$ cat src/rtl/store_merge_unit_if.sv
// rtl/store_merge_unit_if.sv - store request and data memory port bundle for store_merge_unit
interface store_merge_unit_if;
    logic        start;
    logic [1:0]  size;
    logic [31:0] addr;
    logic [31:0] wdata;
    logic [31:0] mem_rdata;
    logic [31:0] mem_addr;
    logic        mem_wr;
    logic [31:0] mem_wdata;
    logic        busy;
    logic        done;
    logic        misalign;

    modport master (
        output start, size, addr, wdata, mem_rdata,
        input  mem_addr, mem_wr, mem_wdata, busy, done, misalign
    );

    modport slave (
        input  start, size, addr, wdata, mem_rdata,
        output mem_addr, mem_wr, mem_wdata, busy, done, misalign
    );
endinterface

$ cat src/rtl/store_merge_unit.sv
// rtl/store_merge_unit.sv - word/half/byte store into word-addressed memory with read-modify-write
module store_merge_unit #(
    parameter int READ_WAIT  = 1,
    parameter int BYTE_ORDER = 0
) (
    input logic              clk,
    input logic              reset,
    store_merge_unit_if.slave bus
);
    typedef enum logic [2:0] {IDLE, READ, WAIT, WRITE, DONE, ERR} state_t;

    localparam logic [2:0] WAIT_INIT = 3'(READ_WAIT);

    state_t      state;
    logic [2:0]  wait_cnt;
    logic [1:0]  addr_lo_q;
    logic [1:0]  size_q;
    logic [15:0] wdata_q;
    logic [1:0]  byte_lane;
    logic        half_lane;
    logic [31:0] merged;
    logic        bad_req;

    // Big-endian lane k sits where little-endian lane ~k would, so flip the index once.
    always_comb begin
        byte_lane = (BYTE_ORDER != 0) ? ~addr_lo_q : addr_lo_q;
        half_lane = (BYTE_ORDER != 0) ? ~addr_lo_q[1] : addr_lo_q[1];
        merged    = bus.mem_rdata;
        if (size_q == 2'b01) begin
            if (half_lane) merged[31:16] = wdata_q;
            else           merged[15:0]  = wdata_q;
        end else begin
            case (byte_lane)
                2'd0:    merged[7:0]   = wdata_q[7:0];
                2'd1:    merged[15:8]  = wdata_q[7:0];
                2'd2:    merged[23:16] = wdata_q[7:0];
                default: merged[31:24] = wdata_q[7:0];
            endcase
        end
    end

    always_comb begin
        bad_req = (bus.size == 2'b11) ||
                  (bus.size == 2'b01 && bus.addr[0]) ||
                  (bus.size == 2'b00 && bus.addr[1:0] != 2'b00);
    end

    // Outputs are registered on the transition into the state that owns them.
    always_ff @(posedge clk or negedge reset) begin
        if (!reset) begin
            state         <= IDLE;
            wait_cnt      <= 3'd0;
            addr_lo_q     <= 2'b00;
            size_q        <= 2'b00;
            wdata_q       <= 16'h0;
            bus.mem_addr  <= 32'h0;
            bus.mem_wr    <= 1'b0;
            bus.mem_wdata <= 32'h0;
            bus.busy      <= 1'b0;
            bus.done      <= 1'b0;
            bus.misalign  <= 1'b0;
        end else begin
            case (state)
                IDLE: begin
                    if (bus.start) begin
                        addr_lo_q <= bus.addr[1:0];
                        size_q    <= bus.size;
                        wdata_q   <= bus.wdata[15:0];
                        bus.busy  <= 1'b1;
                        if (bad_req) begin
                            state        <= ERR;
                            bus.misalign <= 1'b1;
                        end else if (bus.size == 2'b00) begin
                            state         <= WRITE;
                            bus.mem_addr  <= {bus.addr[31:2], 2'b00};
                            bus.mem_wr    <= 1'b1;
                            bus.mem_wdata <= bus.wdata;
                        end else begin
                            state        <= READ;
                            bus.mem_addr <= {bus.addr[31:2], 2'b00};
                        end
                    end
                end
                READ: begin
                    state    <= WAIT;
                    wait_cnt <= WAIT_INIT;
                end
                WAIT: begin
                    if (wait_cnt == 3'd1) begin
                        state         <= WRITE;
                        wait_cnt      <= 3'd0;
                        bus.mem_wr    <= 1'b1;
                        bus.mem_wdata <= merged;
                    end else begin
                        wait_cnt <= wait_cnt - 3'd1;
                    end
                end
                WRITE: begin
                    state         <= DONE;
                    bus.mem_wr    <= 1'b0;
                    bus.mem_wdata <= 32'h0;
                    bus.done      <= 1'b1;
                end
                DONE: begin
                    state    <= IDLE;
                    bus.done <= 1'b0;
                    bus.busy <= 1'b0;
                end
                ERR: begin
                    state        <= IDLE;
                    bus.misalign <= 1'b0;
                    bus.busy     <= 1'b0;
                end
                default: state <= IDLE;
            endcase
        end
    end
endmodule

$ cat src/flat_wrapper.sv
// flat-port wrapper written by rule: the top's interface ports become plain ports
module store_merge_unit_flat 
#(
    parameter int READ_WAIT  = 1,
    parameter int BYTE_ORDER = 0
)
  (clk, reset, bus_start, bus_size, bus_addr, bus_wdata, bus_mem_rdata, bus_mem_addr, bus_mem_wr, bus_mem_wdata, bus_busy, bus_done, bus_misalign);
  store_merge_unit_if bus_i ();
  input logic clk;
  input logic reset;
  input wire logic [$bits(bus_i.start)-1:0] bus_start;
  input wire logic [$bits(bus_i.size)-1:0] bus_size;
  input wire logic [$bits(bus_i.addr)-1:0] bus_addr;
  input wire logic [$bits(bus_i.wdata)-1:0] bus_wdata;
  input wire logic [$bits(bus_i.mem_rdata)-1:0] bus_mem_rdata;
  output wire logic [$bits(bus_i.mem_addr)-1:0] bus_mem_addr;
  output wire logic [$bits(bus_i.mem_wr)-1:0] bus_mem_wr;
  output wire logic [$bits(bus_i.mem_wdata)-1:0] bus_mem_wdata;
  output wire logic [$bits(bus_i.busy)-1:0] bus_busy;
  output wire logic [$bits(bus_i.done)-1:0] bus_done;
  output wire logic [$bits(bus_i.misalign)-1:0] bus_misalign;
  assign bus_i.start = bus_start;
  assign bus_i.size = bus_size;
  assign bus_i.addr = bus_addr;
  assign bus_i.wdata = bus_wdata;
  assign bus_i.mem_rdata = bus_mem_rdata;
  assign bus_mem_addr = bus_i.mem_addr;
  assign bus_mem_wr = bus_i.mem_wr;
  assign bus_mem_wdata = bus_i.mem_wdata;
  assign bus_busy = bus_i.busy;
  assign bus_done = bus_i.done;
  assign bus_misalign = bus_i.misalign;
  store_merge_unit #(.READ_WAIT(READ_WAIT), .BYTE_ORDER(BYTE_ORDER)) u_core (.clk(clk), .reset(reset), .bus(bus_i));
endmodule
$ cat config.mk
export PLATFORM = sky130hd
export DESIGN_NAME = store_merge_unit_flat
export DESIGN_NICKNAME = d
export VERILOG_FILES = /design/src/rtl/store_merge_unit_if.sv /design/src/rtl/store_merge_unit.sv /design/src/flat_wrapper.sv
export SDC_FILE = /design/constraint.sdc
export NUM_CORES = 1
export LEC_CHECK = 0
export ABC_AREA = 1
export ABC_CLOCK_PERIOD_IN_PS = 2600
export CAP_MARGIN = 10
export CORE_ASPECT_RATIO = 0.8
export CORE_MARGIN = 10
export CORE_UTILIZATION = 25
export CTS_CLUSTER_DIAMETER = 60
export DETAILED_ROUTE_END_ITERATION = 6
export HOLD_SLACK_MARGIN = 0.03
export SLEW_MARGIN = 20
export SYNTH_ARGS = -nofsm -noshare
export SYNTH_HDL_FRONTEND = slang
export SYNTH_SLANG_ARGS = --single-unit
$ cat constraint.sdc
create_clock -name clk -period 2.6 [get_ports clk]
set_input_delay 0.78 -clock clk [delete_from_list [all_inputs] [get_ports clk]]
set_output_delay 0.78 -clock clk [all_outputs]
set_load 0.05 [all_outputs]
==> parameters.txt, run 1 <==
Parameter                              Value

Critical path
  CP Class ... reg2out
  Total number of cells along the worst setup path ... 1
  Crit path from ... u_core.bus.mem_wdata[15]$_DFFE_PN0P_
  Slowest cell on the critical path ... sky130_fd_sc_hd__clkdlybuf4s50_1
  Crit path max fanout ... 2
  Flop2flop setup slack ... 790 ps
  Buf+Inv Stages, Crit Path ... 1
  Worst path cell trace ... clkdlybuf4s50_1
  Startpoint class of the critical path ... register
  Critical register-to-register path startpoint ... u_core.addr_lo_q[1]$_DFFE_PN0P_
  CP endpoint ... bus_mem_wdata[15]
  Capturing element type of the critical path ... output port
  Arr. time, crit path ... 1640 ps
  Delay of the slowest cell on the worst path ... 840 ps
  Capture instance of the worst register-to-register path ... u_core.bus.mem_wdata[10]$_DFFE_PN0P_
  Depth of the worst register-to-register path ... 9
  Required time of the critical path ... 1820 ps
  Category of cells accounting for the largest share of critical-path delay ... buffers and inverters

Timing
  Final number of max-transition violations ... 0
  Final Skew ... 9.20 ps
  Final critical path time including I/O delays and setup ... 2420 ps
  Max frequency ... 412 MHz
  Setup-failing EPs final ... 0
  Relative slew margins ... 0.554
  Slew at the pin closest to its max-slew limit ... 668 ps
  Final sum of negative setup slack ... 0 ps
  Period utilisation layout ... 0.933
  Unrepaired setup endpoints after global routing ... false
  Final Hold Vio Count ... 0

Synth
  Average size of a mapped cell ... 6.75 µm²
  Ys Warns ... 0
  Mapped Cells ... 763
  Ys async rst share ... 1.00
  Number of enable flip-flop cells after synthesis ... 0
  Sequential share of the synthesized area ... 0.447
  Number of distinct standard cells referenced by the synthesized netlist ... 27
  Cell Area, Synth ... 5150 µm²
  Number of flip-flops and latches in the synthesized netlist ... 92
  Ys flop type ... sky130_fd_sc_hd__dfrtp_1

Routing
  WL/cell ... 16.0 µm
  Total length of routed wires ... 19000 µm
  Number of iterations in the first detailed-routing pass ... 5
  DRT iter0 DRCs ... 382
  Remaining antenna violation count ... 0
  Number of vias after detailed routing ... 5357
  Ratio of routed vias to standard cells ... 4.51
  Routed metal-1 wirelength ... 8800 µm
  Highest signal layer in the routed design ... met4
  Met2 wire length ... 8610 µm
  Met3 wirelength from detailed routing ... 1300 µm
  Remaining DRCs ... 0

Flow run
  Max-Cap Viols ... 0

Layout
  Layout-stage area growth over the synthesis result ... 44.6%
  Area taken by flip-flops and latches ... 2300 µm²
  Count of nets after finishing ... 1021
  Most common cell after layout, fill and taps aside ... sky130_fd_sc_hd__nand2_1
  End-of-flow core utilization ... 0.372
  Top library cells by usage in the layout, fill and taps aside ... 386 x sky130_fd_sc_hd__nand2_1, 165 x sky130_fd_sc_hd__clkdlybuf4s50_1, 94 x sky130_fd_sc_hd__nand3_1, 92 x sky130_fd_sc_hd__dfrtp_1, 61 x sky130_fd_sc_hd__inv_1
  Number of fill cells ... 2121
  Combined area of the multi-input logic cells ... 2420 µm²
  Fraction of final layout cells sized beyond drive strength 1 ... 0.0531

Global routing
  Vias in the first global route ... 5292
  Antenna violations before repair ... 2
  First-pass GRT wire length ... 30000 µm
  Largest net degree at the start of global routing ... 59
  Sum of overflow across all layers after global routing ... 0
  Overall global routing resource usage ... 0.140

Clock network
  TritonCTS Buffers ... 9
  Clock H-tree levels ... 3
  Reg clk slew, reported paths ... 70 ps
  Cell at the root of the clock tree ... sky130_fd_sc_hd__clkbuf_16
  CTS tree ... built
  CTS Hold Buffers Added ... 0
  Number of buffers inserted to repair setup after CTS ... 0
  Later-pin clock latency in the skew report ... 350 ps
  Clk sinks ... 92
  Post-cts repair resize count ... 0
  Buffer levels on the longest clock path ... 2

Power and ir drop
  Worst voltage drop across the vdd grid ... 0.000500 V
  Leak Pwr ... 3.75 nW
  Pwr dens ... 1350 nW/µm²

Hold path
  Hold WC Path Type ... in2async

Floorplanning
  Placeable core region ... 20000 µm²
  Num rows ... 46
  I/O pin total ... 169
  Die ar. ... 26800 µm²
  Starting density of the core ... 0.257
  Width of the die ... 181 µm
  Die Y ... 148 µm

Placement
  Routability congestion estimate from global placement ... 0.880
  DP Wirelength ... 14500 µm
  Quantity of I/O buffers inserted on ports ... 166

Outcome
  Result of the run ... finished clean
-- how the worst min path moves through the flow --
stage                                        start                             endpoint  slack [ps]  cells past startpoint
2_1_floorplan                                reset      u_core.addr_lo_q[0]$_DFFE_PN0P_         480                      0
3_3_place_gp    u_core.bus.mem_addr[9]$_DFFE_PN0P_   u_core.bus.mem_addr[9]$_DFFE_PN0P_         450                      2
3_5_place_dp   u_core.bus.mem_addr[15]$_DFFE_PN0P_  u_core.bus.mem_addr[15]$_DFFE_PN0P_         460                      2
4_1_cts                                      reset  u_core.bus.mem_addr[24]$_DFFE_PN0P_         310                      1
5_1_grt                                      reset  u_core.bus.mem_addr[24]$_DFFE_PN0P_         300                      1
6_report                                     reset  u_core.bus.mem_addr[24]$_DFFE_PN0P_         310                      1
-- cells by family (layout without fill, tap and decap cells) --
kind of cell | count (synthesis) | count (layout) | share of synthesized area
AND/OR/NAND/NOR | 506 | 506 | 0.402
buffers and inverters | 106 | 265 | 0.0850
flip-flops | 92 | 92 | 0.447
AO/OA/AOI/OAI | 54 | 54 | 0.0568
adder cells (fa/ha/maj) | 2 | 2 | 0.00486
XOR/XNOR | 2 | 2 | 0.00340
other | 1 | 4 | 0.000728
-- Yosys cell counts (2+ instances only) --
master | instances | area share
sky130_fd_sc_hd__nand3_2 | 2 | 0.0039
sky130_fd_sc_hd__nand2_1 | 386 | 0.28
sky130_fd_sc_hd__inv_2 | 5 | 0.0036
sky130_fd_sc_hd__a21oi_1 | 19 | 0.018
sky130_fd_sc_hd__ha_1 | 2 | 0.0049
sky130_fd_sc_hd__clkbuf_1 | 22 | 0.016
sky130_fd_sc_hd__inv_1 | 61 | 0.044
sky130_fd_sc_hd__nor2_1 | 13 | 0.0095
sky130_fd_sc_hd__o22ai_1 | 2 | 0.0024
sky130_fd_sc_hd__o211ai_1 | 8 | 0.012
sky130_fd_sc_hd__nand2_2 | 4 | 0.0049
sky130_fd_sc_hd__buf_4 | 8 | 0.012
sky130_fd_sc_hd__buf_2 | 8 | 0.0078
sky130_fd_sc_hd__o21ai_0 | 24 | 0.023
sky130_fd_sc_hd__nand3_1 | 94 | 0.091
sky130_fd_sc_hd__nor3_1 | 2 | 0.0019
sky130_fd_sc_hd__dfrtp_1 | 92 | 0.45
sky130_fd_sc_hd__nor2_2 | 2 | 0.0024
-- per-layer routing --
metal / GRT usage / up-vias
met1: 0.187 / 2486
li1: - / 2678
met5: 0 / -
met3: 0.0376 / 18
met4: 0.0348 / 0
met2: 0.219 / 175
-- stage by stage --
stage          cell area [µm²]  power [mW]  setup slack (ps)  hold slack (ps)  cells
2_1_floorplan             5160        6.57               950              484    764
3_3_place_gp              7140        8.64               275              453   1171
3_5_place_dp              7140        8.70               223              458   1171
4_1_cts                   7440        10.1               155              308   1187
5_1_grt                   7450        10.8               115              305   1188
6_report                  7450        10.0               175              307   1189
-- report_power, final --
group,switching (mW),total (mW),internal [mW]
combinational,4.22,6.15,1.93
sequential,0.395,2.50,2.11
clock,0.609,1.39,0.781
total,5.22,10.0,4.82
-- state kept, by name, indices dropped and copies added (netlist names) --
register,flops
u_core.bus.mem_wdata,32
u_core.bus.mem_addr,30
u_core.wdata_q,16
u_core.state,3
u_core.wait_cnt,3
u_core.addr_lo_q,2
u_core.size_q,2
u_core.bus.busy,1
u_core.bus.done,1
u_core.bus.mem_wr,1
u_core.bus.misalign,1
-- area by class of cell --
cell class,instances,share of cell area
diodes,2,0.000672
clock buffers,10,0.0321
clock inverters,6,0.00924
inverters,67,0.0338
multi-input cells,566,0.325
flip-flops and latches,92,0.309
well taps,264,0.0443
repair buffers,182,0.246
Power figures use the tool's default switching activity.
==> run 2, diff against run 1 <==
--- a/config.mk
+++ b/config.mk
@@ -8,12 +8,14 @@
 export ABC_AREA = 1
 export ABC_CLOCK_PERIOD_IN_PS = 2600
 export CAP_MARGIN = 10
+export CELL_PAD_IN_SITES_DETAIL_PLACEMENT = 0
+export CELL_PAD_IN_SITES_GLOBAL_PLACEMENT = 1
 export CORE_ASPECT_RATIO = 0.8
-export CORE_MARGIN = 10
-export CORE_UTILIZATION = 25
+export CORE_UTILIZATION = 34
 export CTS_CLUSTER_DIAMETER = 60
 export DETAILED_ROUTE_END_ITERATION = 6
 export HOLD_SLACK_MARGIN = 0.03
+export PLACE_DENSITY_LB_ADDON = 0.1
 export SLEW_MARGIN = 20
 export SYNTH_ARGS = -nofsm -noshare
 export SYNTH_HDL_FRONTEND = slang
==> parameters.txt, run 2 (synthesis results as in run 1) <==
Parameter                              Value

Outcome
  Result of the run ... finished clean

Floorplanning
  Placeable core region ... 14500 µm² (-27%)
  Die ar. ... 15700 µm² (-42%)
  Num rows ... 39 (-15%)
  I/O pin total ... 169 (unchanged)
  Width of the die ... 140 µm (-23%)
  Die Y ... 112 µm (-24%)
  Starting density of the core ... 0.354 (+0.0971)

Layout
  Most flops, register ... u_core.bus.mem_wdata
  Largest registers ... u_core.bus.mem_wdata (32), u_core.bus.mem_addr (30), u_core.wdata_q (16)
  Count of nets after finishing ... 1018 (-0.29%)
  Fraction of final layout cells sized beyond drive strength 1 ... 0.0500 (-0.00309)
  End-of-flow core utilization ... 0.504 (+0.132)
  Layout-stage area growth over the synthesis result ... 42.1%
  Top library cells by usage in the layout, fill and taps aside ... 386 x sky130_fd_sc_hd__nand2_1, 165 x sky130_fd_sc_hd__clkdlybuf4s50_1, 94 x sky130_fd_sc_hd__nand3_1, 92 x sky130_fd_sc_hd__dfrtp_1, 61 x sky130_fd_sc_hd__inv_1
  Antenna cell count ... 0 (-2)
  Number of fill cells ... 1453 (-31%)
  Max reg flops ... 32 (unchanged)
  Most common cell after layout, fill and taps aside ... sky130_fd_sc_hd__nand2_1

Routing
  DRT iter0 DRCs ... 368 (-3.7%)
  Remaining antenna violation count ... 0 (unchanged)
  WL/cell ... 14.9 µm (-6.9%)
  Remaining DRCs ... 0 (unchanged)
  Ratio of routed vias to standard cells ... 4.82 (+7.0%)
  Number of vias after detailed routing ... 5321 (-0.67%)
  Number of iterations in the first detailed-routing pass ... 5 (unchanged)
  Total length of routed wires ... 16400 µm (-14%)

Critical path
  Buf+Inv Stages, Crit Path ... 1 (unchanged)
  Startpoint class of the critical path ... register
  Flop2flop setup slack ... 620 ps (-170 ps)
  Slowest cell on the critical path ... sky130_fd_sc_hd__clkdlybuf4s50_1
  Worst path cell trace ... clkdlybuf4s50_1
  Arr. time, crit path ... 1550 ps (-90 ps)
  Crit path max fanout ... 2 (unchanged)
  Category of cells accounting for the largest share of critical-path delay ... buffers and inverters
  Critical register-to-register path startpoint ... u_core.addr_lo_q[1]$_DFFE_PN0P_
  Delay of the slowest cell on the worst path ... 840 ps (about the same)
  Required time of the critical path ... 1820 ps (about the same)
  CP Class ... reg2out
  Depth of the worst register-to-register path ... 9 (unchanged)
  Crit path from ... u_core.bus.mem_wdata[25]$_DFFE_PN0P_
  Capture instance of the worst register-to-register path ... u_core.bus.mem_wdata[10]$_DFFE_PN0P_
  Capturing element type of the critical path ... output port

Power and ir drop
  Leak Pwr ... 3.74 nW (-0.43%)
  Worst voltage drop across the vdd grid ... 0.000638 V (+27%)
  Tot Pwr ... 9.97 mW (-0.66%)
  Pwr dens ... 1360 nW/µm² (+1.1%)

Clock network
  Reg clk slew, reported paths ... 70 ps (about the same)
  Clock H-tree levels ... 3 (unchanged)
  Clk sinks ... 92 (unchanged)
  Post-cts repair resize count ... 0 (unchanged)
  Buffer levels on the longest clock path ... 2 (unchanged)
  Number of buffers inserted to repair setup after CTS ... 0 (unchanged)
  CTS Hold Buffers Added ... 0 (unchanged)
  Cell at the root of the clock tree ... sky130_fd_sc_hd__clkbuf_16
  Later-pin clock latency in the skew report ... 350 ps (about the same)
  TritonCTS Buffers ... 9 (unchanged)
  CTS tree ... built

Global routing
  Largest net degree at the start of global routing ... 55 (-6.8%)
  First-pass GRT wire length ... 27000 µm (-9.8%)
  Antenna violations before repair ... 0 (-2)
  Overall global routing resource usage ... 0.221 (+0.0810)
  Vias in the first global route ... 5232 (-1.1%)
  Sum of overflow across all layers after global routing ... 0 (unchanged)

Placement
  Routability congestion estimate from global placement ... 0.853 (-3.0%)
  Quantity of I/O buffers inserted on ports ... 166 (unchanged)
  DP Wirelength ... 12000 µm (-17%)

Timing
  Period utilisation layout ... 0.896 (-0.0364)
  Final sum of negative setup slack ... 0 ps (unchanged)
  Relative slew margins ... 0.548 (-0.00602)
  Final Skew ... 6.33 ps (-2.88 ps)
  Final number of max-transition violations ... 0 (unchanged)
  Final Hold Vio Count ... 0 (unchanged)
  Hold slack ... 307 ps (-0.621 ps)
  Final critical path time including I/O delays and setup ... 2330 ps (-94.6 ps)
  Max frequency ... 429 MHz (+4.1%)
  Setup-failing EPs final ... 0 (unchanged)
  Unrepaired setup endpoints after global routing ... false
  Slew at the pin closest to its max-slew limit ... 677 ps (+9.01 ps)

Flow run
  Max-Cap Viols ... 0 (unchanged)

Hold path
  Hold WC Path Type ... in2async
==> run 2: changes by cell type in the layout (fill, tap and decap cells not counted) <==
| cell | change |
|---|---|
| sky130_fd_sc_hd__buf_12 | -2 |
| sky130_fd_sc_hd__diode_2 | -2 |
| sky130_fd_sc_hd__buf_4 | -1 |
| sky130_fd_sc_hd__bufinv_16 | +1 |
| sky130_fd_sc_hd__clkinv_2 | -1 |
| sky130_fd_sc_hd__clkinv_4 | +1 |
| sky130_fd_sc_hd__inv_6 | -1 |
==> run 2: power by group <==
part	internal [mW]	switching, mW
logic	1.87	4.12
registers	2.11	0.401
clock network	0.878	0.595
==> run 2: worst max-delay path by stage <==
stage / endpoint / slack [ps] / depth (start not counted)
final: bus_mem_wdata[25] / 270 / 1
after detailed placement: u_core.bus.mem_addr[26]$_DFFE_PN0P_ / 190 / 9
after global routing: bus_mem_addr[5] / 220 / 1
after global placement: u_core.bus.mem_addr[21]$_DFFE_PN0P_ / 260 / 9
after floorplan: u_core.bus.mem_wdata[23]$_DFFE_PN0P_ / 950 / 8
after CTS: bus_mem_wr / 250 / 1
==> run 2: metrics by stage <==
step	cells	cell area [µm²]	worst slack, ps
floorplan	764	5160	950
detailed placement	1088	6990	190
finish	1104	7320	270
global placement	1088	6990	259
CTS	1104	7320	251
global route	1104	7320	221
==> run 2: area by class of cell <==
type | count | area, µm² | share of cell area
clock inverter | 6 | 93.8 | 0.0128
clock buffer | 10 | 239 | 0.0326
multi-input combinational | 566 | 2420 | 0.331
inverter | 67 | 251 | 0.0343
timing repair buffer | 179 | 1780 | 0.243
tap | 184 | 230 | 0.0314
sequential | 92 | 2300 | 0.314
==> run 2: layer usage <==
layer	vias up	track usage	part of all wire	routed length, µm
li1	2663	-	-	-
met1	2475	0.311	0.49	8040
met2	164	0.342	0.43	7090
met3	19	0.0461	0.061	1000
met4	0	0.0659	0.017	280
met5	-	0	0	0
==> run 3, diff against run 2 <==
--- a/config.mk
+++ b/config.mk
@@ -16,7 +16,6 @@
 export DETAILED_ROUTE_END_ITERATION = 6
 export HOLD_SLACK_MARGIN = 0.03
 export PLACE_DENSITY_LB_ADDON = 0.1
-export SLEW_MARGIN = 20
 export SYNTH_ARGS = -nofsm -noshare
 export SYNTH_HDL_FRONTEND = slang
 export SYNTH_SLANG_ARGS = --single-unit
==> results of run 3 <==
Same layout as run 2: the final DEF is identical, and so are final timing and power.
